### config.mk
export PLATFORM = sky130hd
export DESIGN_NAME = alu_arbiter_flat
export DESIGN_NICKNAME = d
export VERILOG_FILES = /design/src/rtl/alu_arbiter_if.sv /design/src/rtl/alu_arbiter.sv /design/src/flat_wrapper.sv
export SDC_FILE = /design/constraint.sdc
export NUM_CORES = 1
export LEC_CHECK = 0
export ABC_AREA = 1
export CAP_MARGIN = 30
export CORE_MARGIN = 1.5
export CORE_UTILIZATION = 39
export DETAILED_ROUTE_END_ITERATION = 10
export PLACE_DENSITY_LB_ADDON = 0.05
export SLEW_MARGIN = 20
export SYNTH_ARGS = -nofsm -noshare
export SYNTH_HDL_FRONTEND = slang
export SYNTH_SLANG_ARGS = --single-unit
### constraint.sdc
create_clock -name clk_i -period 1.5 [get_ports clk_i]
set_input_delay 0.3 -clock clk_i [delete_from_list [all_inputs] [get_ports clk_i]]
set_output_delay 0.3 -clock clk_i [all_outputs]
set_load 0.05 [all_outputs]
### src/rtl/alu_arbiter_if.sv
// Request/response channels of both requesters plus the shared ALU connection.
// The arbiter uses the slave modport; requesters and the ALU model sit on the master side.
interface alu_arbiter_if #(
  parameter int WIDTH = 32
);
  logic             req0_valid_i;
  logic             req1_valid_i;
  logic             req0_ready_o;
  logic             req1_ready_o;
  logic [2:0]       req0_op_i;
  logic [2:0]       req1_op_i;
  logic [WIDTH-1:0] req0_a_i;
  logic [WIDTH-1:0] req1_a_i;
  logic [WIDTH-1:0] req0_b_i;
  logic [WIDTH-1:0] req1_b_i;
  logic             rsp0_valid_o;
  logic             rsp1_valid_o;
  logic             rsp0_ready_i;
  logic             rsp1_ready_i;
  logic [WIDTH-1:0] rsp0_result_o;
  logic [WIDTH-1:0] rsp1_result_o;
  logic             rsp0_zero_o;
  logic             rsp1_zero_o;
  logic [WIDTH-1:0] alu_a_o;
  logic [WIDTH-1:0] alu_b_o;
  logic [2:0]       alu_ctrl_o;
  logic [WIDTH-1:0] alu_result_i;
  logic             alu_zero_i;
  logic             busy_o;
  logic             owner_o;

  modport slave (
    input  req0_valid_i, req1_valid_i, req0_op_i, req1_op_i,
           req0_a_i, req1_a_i, req0_b_i, req1_b_i,
           rsp0_ready_i, rsp1_ready_i, alu_result_i, alu_zero_i,
    output req0_ready_o, req1_ready_o, rsp0_valid_o, rsp1_valid_o,
           rsp0_result_o, rsp1_result_o, rsp0_zero_o, rsp1_zero_o,
           alu_a_o, alu_b_o, alu_ctrl_o, busy_o, owner_o
  );

  modport master (
    output req0_valid_i, req1_valid_i, req0_op_i, req1_op_i,
           req0_a_i, req1_a_i, req0_b_i, req1_b_i,
           rsp0_ready_i, rsp1_ready_i, alu_result_i, alu_zero_i,
    input  req0_ready_o, req1_ready_o, rsp0_valid_o, rsp1_valid_o,
           rsp0_result_o, rsp1_result_o, rsp0_zero_o, rsp1_zero_o,
           alu_a_o, alu_b_o, alu_ctrl_o, busy_o, owner_o
  );
endinterface

### src/rtl/alu_arbiter.sv
// Shares one combinational ALU between two valid/ready requesters, granting round-robin
// (or fixed priority) and returning the registered result to whoever issued the op.
module alu_arbiter #(
  parameter int WIDTH      = 32,
  parameter bit FIXED_PRIO = 1'b0
) (
  input logic         clk_i,
  input logic         rst_n_i,
  alu_arbiter_if.slave bus
);
  localparam logic [1:0] IDLE = 2'd0;
  localparam logic [1:0] EXEC = 2'd1;
  localparam logic [1:0] RESP = 2'd2;

  logic [1:0]       state;
  logic             ptr;
  logic             owner;
  logic [2:0]       op_q;
  logic [WIDTH-1:0] a_q;
  logic [WIDTH-1:0] b_q;
  logic [WIDTH-1:0] result_q;
  logic             zero_q;

  logic             winner;
  logic             any_valid;
  logic             accept;
  logic             rsp_done;

  // Winner is only meaningful while some request is valid; ptr names the tie-break winner.
  always_comb begin
    any_valid = bus.req0_valid_i | bus.req1_valid_i;
    winner    = bus.req1_valid_i;
    if (bus.req0_valid_i && bus.req1_valid_i) begin
      winner = FIXED_PRIO ? 1'b0 : ptr;
    end
  end

  assign accept   = (state == IDLE) && any_valid;
  assign rsp_done = (state == RESP) && (owner ? bus.rsp1_ready_i : bus.rsp0_ready_i);

  // Ready is gated by reset so nothing is offered while the block is held in reset.
  assign bus.req0_ready_o = rst_n_i && accept && !winner;
  assign bus.req1_ready_o = rst_n_i && accept && winner;

  assign bus.rsp0_valid_o  = (state == RESP) && !owner;
  assign bus.rsp1_valid_o  = (state == RESP) && owner;
  assign bus.rsp0_result_o = result_q;
  assign bus.rsp1_result_o = result_q;
  assign bus.rsp0_zero_o   = zero_q;
  assign bus.rsp1_zero_o   = zero_q;

  assign bus.alu_a_o    = a_q;
  assign bus.alu_b_o    = b_q;
  assign bus.alu_ctrl_o = op_q;
  assign bus.busy_o     = (state != IDLE);
  assign bus.owner_o    = owner;

  always_ff @(posedge clk_i or negedge rst_n_i) begin
    if (!rst_n_i) begin
      state    <= IDLE;
      ptr      <= 1'b0;
      owner    <= 1'b0;
      op_q     <= '0;
      a_q      <= '0;
      b_q      <= '0;
      result_q <= '0;
      zero_q   <= 1'b0;
    end else begin
      case (state)
        IDLE: begin
          if (accept) begin
            op_q  <= winner ? bus.req1_op_i : bus.req0_op_i;
            a_q   <= winner ? bus.req1_a_i  : bus.req0_a_i;
            b_q   <= winner ? bus.req1_b_i  : bus.req0_b_i;
            owner <= winner;
            state <= EXEC;
          end
        end
        EXEC: begin
          result_q <= bus.alu_result_i;
          zero_q   <= bus.alu_zero_i;
          state    <= RESP;
        end
        RESP: begin
          // The requester just served loses the next tie.
          if (rsp_done) begin
            state <= IDLE;
            if (!FIXED_PRIO) begin
              ptr <= ~owner;
            end
          end
        end
        default: state <= IDLE;
      endcase
    end
  end
endmodule

### src/flat_wrapper.sv
// flat-port wrapper written by rule: the top's interface ports become plain ports
module alu_arbiter_flat 
#(
  parameter int WIDTH      = 32,
  parameter bit FIXED_PRIO = 1'b0
)
  (clk_i, rst_n_i, bus_req0_valid_i, bus_req1_valid_i, bus_req0_op_i, bus_req1_op_i, bus_req0_a_i, bus_req1_a_i, bus_req0_b_i, bus_req1_b_i, bus_rsp0_ready_i, bus_rsp1_ready_i, bus_alu_result_i, bus_alu_zero_i, bus_req0_ready_o, bus_req1_ready_o, bus_rsp0_valid_o, bus_rsp1_valid_o, bus_rsp0_result_o, bus_rsp1_result_o, bus_rsp0_zero_o, bus_rsp1_zero_o, bus_alu_a_o, bus_alu_b_o, bus_alu_ctrl_o, bus_busy_o, bus_owner_o);
  alu_arbiter_if #(.WIDTH(WIDTH)) bus_i ();
  input logic clk_i;
  input logic rst_n_i;
  input wire logic [$bits(bus_i.req0_valid_i)-1:0] bus_req0_valid_i;
  input wire logic [$bits(bus_i.req1_valid_i)-1:0] bus_req1_valid_i;
  input wire logic [$bits(bus_i.req0_op_i)-1:0] bus_req0_op_i;
  input wire logic [$bits(bus_i.req1_op_i)-1:0] bus_req1_op_i;
  input wire logic [$bits(bus_i.req0_a_i)-1:0] bus_req0_a_i;
  input wire logic [$bits(bus_i.req1_a_i)-1:0] bus_req1_a_i;
  input wire logic [$bits(bus_i.req0_b_i)-1:0] bus_req0_b_i;
  input wire logic [$bits(bus_i.req1_b_i)-1:0] bus_req1_b_i;
  input wire logic [$bits(bus_i.rsp0_ready_i)-1:0] bus_rsp0_ready_i;
  input wire logic [$bits(bus_i.rsp1_ready_i)-1:0] bus_rsp1_ready_i;
  input wire logic [$bits(bus_i.alu_result_i)-1:0] bus_alu_result_i;
  input wire logic [$bits(bus_i.alu_zero_i)-1:0] bus_alu_zero_i;
  output wire logic [$bits(bus_i.req0_ready_o)-1:0] bus_req0_ready_o;
  output wire logic [$bits(bus_i.req1_ready_o)-1:0] bus_req1_ready_o;
  output wire logic [$bits(bus_i.rsp0_valid_o)-1:0] bus_rsp0_valid_o;
  output wire logic [$bits(bus_i.rsp1_valid_o)-1:0] bus_rsp1_valid_o;
  output wire logic [$bits(bus_i.rsp0_result_o)-1:0] bus_rsp0_result_o;
  output wire logic [$bits(bus_i.rsp1_result_o)-1:0] bus_rsp1_result_o;
  output wire logic [$bits(bus_i.rsp0_zero_o)-1:0] bus_rsp0_zero_o;
  output wire logic [$bits(bus_i.rsp1_zero_o)-1:0] bus_rsp1_zero_o;
  output wire logic [$bits(bus_i.alu_a_o)-1:0] bus_alu_a_o;
  output wire logic [$bits(bus_i.alu_b_o)-1:0] bus_alu_b_o;
  output wire logic [$bits(bus_i.alu_ctrl_o)-1:0] bus_alu_ctrl_o;
  output wire logic [$bits(bus_i.busy_o)-1:0] bus_busy_o;
  output wire logic [$bits(bus_i.owner_o)-1:0] bus_owner_o;
  assign bus_i.req0_valid_i = bus_req0_valid_i;
  assign bus_i.req1_valid_i = bus_req1_valid_i;
  assign bus_i.req0_op_i = bus_req0_op_i;
  assign bus_i.req1_op_i = bus_req1_op_i;
  assign bus_i.req0_a_i = bus_req0_a_i;
  assign bus_i.req1_a_i = bus_req1_a_i;
  assign bus_i.req0_b_i = bus_req0_b_i;
  assign bus_i.req1_b_i = bus_req1_b_i;
  assign bus_i.rsp0_ready_i = bus_rsp0_ready_i;
  assign bus_i.rsp1_ready_i = bus_rsp1_ready_i;
  assign bus_i.alu_result_i = bus_alu_result_i;
  assign bus_i.alu_zero_i = bus_alu_zero_i;
  assign bus_req0_ready_o = bus_i.req0_ready_o;
  assign bus_req1_ready_o = bus_i.req1_ready_o;
  assign bus_rsp0_valid_o = bus_i.rsp0_valid_o;
  assign bus_rsp1_valid_o = bus_i.rsp1_valid_o;
  assign bus_rsp0_result_o = bus_i.rsp0_result_o;
  assign bus_rsp1_result_o = bus_i.rsp1_result_o;
  assign bus_rsp0_zero_o = bus_i.rsp0_zero_o;
  assign bus_rsp1_zero_o = bus_i.rsp1_zero_o;
  assign bus_alu_a_o = bus_i.alu_a_o;
  assign bus_alu_b_o = bus_i.alu_b_o;
  assign bus_alu_ctrl_o = bus_i.alu_ctrl_o;
  assign bus_busy_o = bus_i.busy_o;
  assign bus_owner_o = bus_i.owner_o;
  alu_arbiter #(.WIDTH(WIDTH), .FIXED_PRIO(FIXED_PRIO)) u_core (.clk_i(clk_i), .rst_n_i(rst_n_i), .bus(bus_i));
endmodule
==> flow_metrics.py <==
metrics = {
    "drt": {
        "via_per_inst": 4.71,
        "wirelength_um": 19300,
        "post-route-drc-count": 0,
        "drtAntennaViolNets": 0,
        "wl_per_cell_um": 15.5,
        "drt-initial-drc-count": 309,
        "num_vias": 5850,
        "dr.pass1.iters": 4,
    },
    "setup_path": {
        "cp_data_arrival_time_ps": 1380,
        "worstSetupEndpointType": "output pin",
        "critPathLaunchType": "flip-flop",
        "reg2reg_depth": 5,
        "critPathRequiredTime_ps": 1200,
        "criticalPathCategory": "flip-flop to output pin",
        "r2r-start": "u_core.state[0]$_DFFE_PN0P_",
        "crit_fanout": 2,
        "ff2ff_setup_slack_ps": 50,
        "reg2reg_to": "u_core.bus.rsp0_result_o[24]$_DFFE_PN0N_",
    },
    "sta": {
        "setup_viol": 4,
        "fin_crit_ps": 1680,
        "slew_headroom_pct": 62.4,
        "skew_ps": 8.67,
        "rsz0062_at_grt": "true",
        "max_freq_mhz": 597,
        "timing.final.ws_setup_ps": -175,
        "period_share_pct": 112,
        "maxSlewViolCount": 0,
        "finalHoldViolCount": 0,
        "fin_hold_ws_ps": 24.9,
        "setup_tns_ps": -440,
        "worstMarginPinSlew_ps": 564,
    },
    "placement": {
        "dp_hpwl_um": 13900,
        "portBuffers": 311,
        "place_congestion": 0.812,
        "post-place-ws_ps": -372,
    },
    "yosys": {
        "synth_top_family_by_area": "simple AND/OR/NAND/NOR gates",
        "synth_mux_area_share_pct": 0,
        "syn_nets": 953,
        "yosysTopAreaCellShare_pct": 46.8,
        "synthAdderAreaFrac_pct": 0,
        "yosys_register_bits": 104,
        "post_synth_main_area_contributors": "dfrtp_1 47%, nand2_1 19%, nand3_1 15%, inv_1 9.4%, buf_4 5.4%",
        "ys_types": 18,
        "synth_cells": 780,
        "avgSynthCellArea_um2": 7.14,
        "netlist_area_um2": 5570,
        "ys_seq_area_share_pct": 46.8,
        "synth_xor_area_share_pct": 0,
        "yosys_warnings": 0,
        "netlist.top_cell.by_area": "dfrtp_1",
        "synth-compound-area-share_pct": 0.427,
        "synth-simple-area-share_pct": 34.5,
    },
    "floorplan": {
        "die_h_um": 122,
        "dieArea_um2": 15000,
        "fp.dieW_um": 122,
        "rows": 43,
        "io-pin-count": 312,
        "start_util_pct": 40.1,
        "core_um2": 13900,
    },
    "cells_and_area": {
        "nets": 1229,
        "drive_above_1_share_pct": 20.8,
        "area_growth_pct": 92.2,
        "mostFrequentLayoutCell": "nand2_1",
        "final_cell_mix": "264 x nand2_1, 169 x clkdlybuf4s50_1, 161 x nand3_1, 146 x buf_12, 137 x inv_1",
        "fin_util_pct": 77.1,
    },
    "cts": {
        "cts.sinks": 104,
        "cts_buffers": 9,
        "worstSkewPairLatency_ps": 350,
        "hold_buffers": 0,
        "cts_root_buffer": "clkbuf_16",
        "cts_buffer_depth": 2,
        "tritoncts": "built",
        "cts.htree.levels": 3,
        "clk_pin_slew_ps": 70,
    },
    "worst_hold_path": {
        "hold_class": "input port to asynchronous set/reset pin",
    },
    "global_routing": {
        "grt_pass1_vias": 5750,
        "grt_usage_pct": 25.9,
        "grt_pass1_wl_um": 29900,
        "grt_max_degree": 105,
        "gr-total-overflow": 0,
        "antenna_found_initial": 1,
    },
    "power_and_ir_drop": {
        "finalPower_uw": 28000,
        "p_leak_uw": 0.00555,
        "power_density_nw_per_um2": 2610,
        "peakVddDrop_v": 0.00126,
    },
    "outcome": {
        "violations": "setup timing",
        "outcome": "finished with violations",
    },
    "run": {
        "drv_cap": 0,
    },
}
[what timing repair did]
| item | CTS | global route |
|---|---|---|
| endpoints found under the setup margin | 9 | 84 |
| gates resized for setup | 12 | 30 |
| pin swaps | 5 | 8 |
| setup buffers | 6 | 3 |
| gates cloned | 1 | 3 |
[where the power goes]
group | leakage, uW | switching [uW] | total [uW] | internal, uW
sequential | 0.00127 | 1930 | 6160 | 4230
clock | 0.000159 | 1060 | 2600 | 1550
combinational | 0.00413 | 10400 | 19200 | 8800
[cell families (layout without fill, tap and decap cells)]
group	Yosys count	after routing
simple gates	452	452
buf+inv	220	500
flops	104	104
compound gates	4	4
other cells	0	1
[cells in the mapped netlist]
cell and count:
nor2_4 1, buf_4 40, clkinv_1 1, clkbuf_1 11
buf_1 2, buf_6 2, nor2_2 1, nand3_1 167
nand2_1 276, buf_2 24, nand2_2 1, dfrtp_1 104
nor3_1 1, inv_2 1, nor2_1 5, inv_1 139
o21ai_2 1, o21ai_0 3
[routing by layer]
metal | vias to the layer above | GRT usage (%) | wire length, um
met1 | 2707 | 29.0 | 7060
met2 | 232 | 45.1 | 9730
met5 | - | 0 | 0
met3 | 44 | 8.09 | 1710
met4 | 0 | 11.5 | 781
li1 | 2867 | - | -
[critical path: stages, from the launching register on]
cell and delay (ps):
dfrtp_1 390, inv_1 70, nand2_2 60, nand2_2 80, inv_2 60, nor3_4 190
buf_12 160
[registers in the layout (all words and copies together), names as in the netlist]
register	count
u_core.bus.alu_b_o	32
u_core.bus.owner_o	1
u_core.bus.alu_a_o	32
u_core.state	2
u_core.ptr	1
u_core.bus.rsp0_zero_o	1
u_core.bus.rsp0_result_o	32
u_core.bus.alu_ctrl_o	3
[metrics by stage]
step | area (um^2) | instances
2_1_floorplan | 5630 | 780
3_3_place_gp | 10100 | 1214
3_5_place_dp | 10100 | 1214
4_1_cts | 10500 | 1236
5_1_grt | 10700 | 1241
6_report | 10700 | 1241
[worst max-delay path by stage]
stage,startpoint,endpoint,slack [ps],cells after the start
floorplan,u_core.state[0]$_DFFE_PN0P_,bus_req0_ready_o,-90,5
global placement,bus_req0_valid_i,u_core.bus.alu_b_o[29]$_DFFE_PN0P_,-320,6
detailed placement,bus_req0_valid_i,u_core.bus.alu_a_o[15]$_DFFE_PN0P_,-370,6
CTS,u_core.ptr$_DFFE_PN0P_,bus_req0_ready_o,-180,6
global route,u_core.ptr$_DFFE_PN0P_,bus_req0_ready_o,-230,6
finish,u_core.ptr$_DFFE_PN0P_,bus_req0_ready_o,-180,6
[area by class of cell]
cell class	instances	area [um^2]
flip-flops and latches	104	2610
repair buffers	344	4930
clock inverters	3	65.1
diodes	1	2.50
clock buffers	12	256
fillers	977	3180
multi-input cells	456	2080
inverters	141	537
well taps	180	225
(Power assumes the default switching activity.)
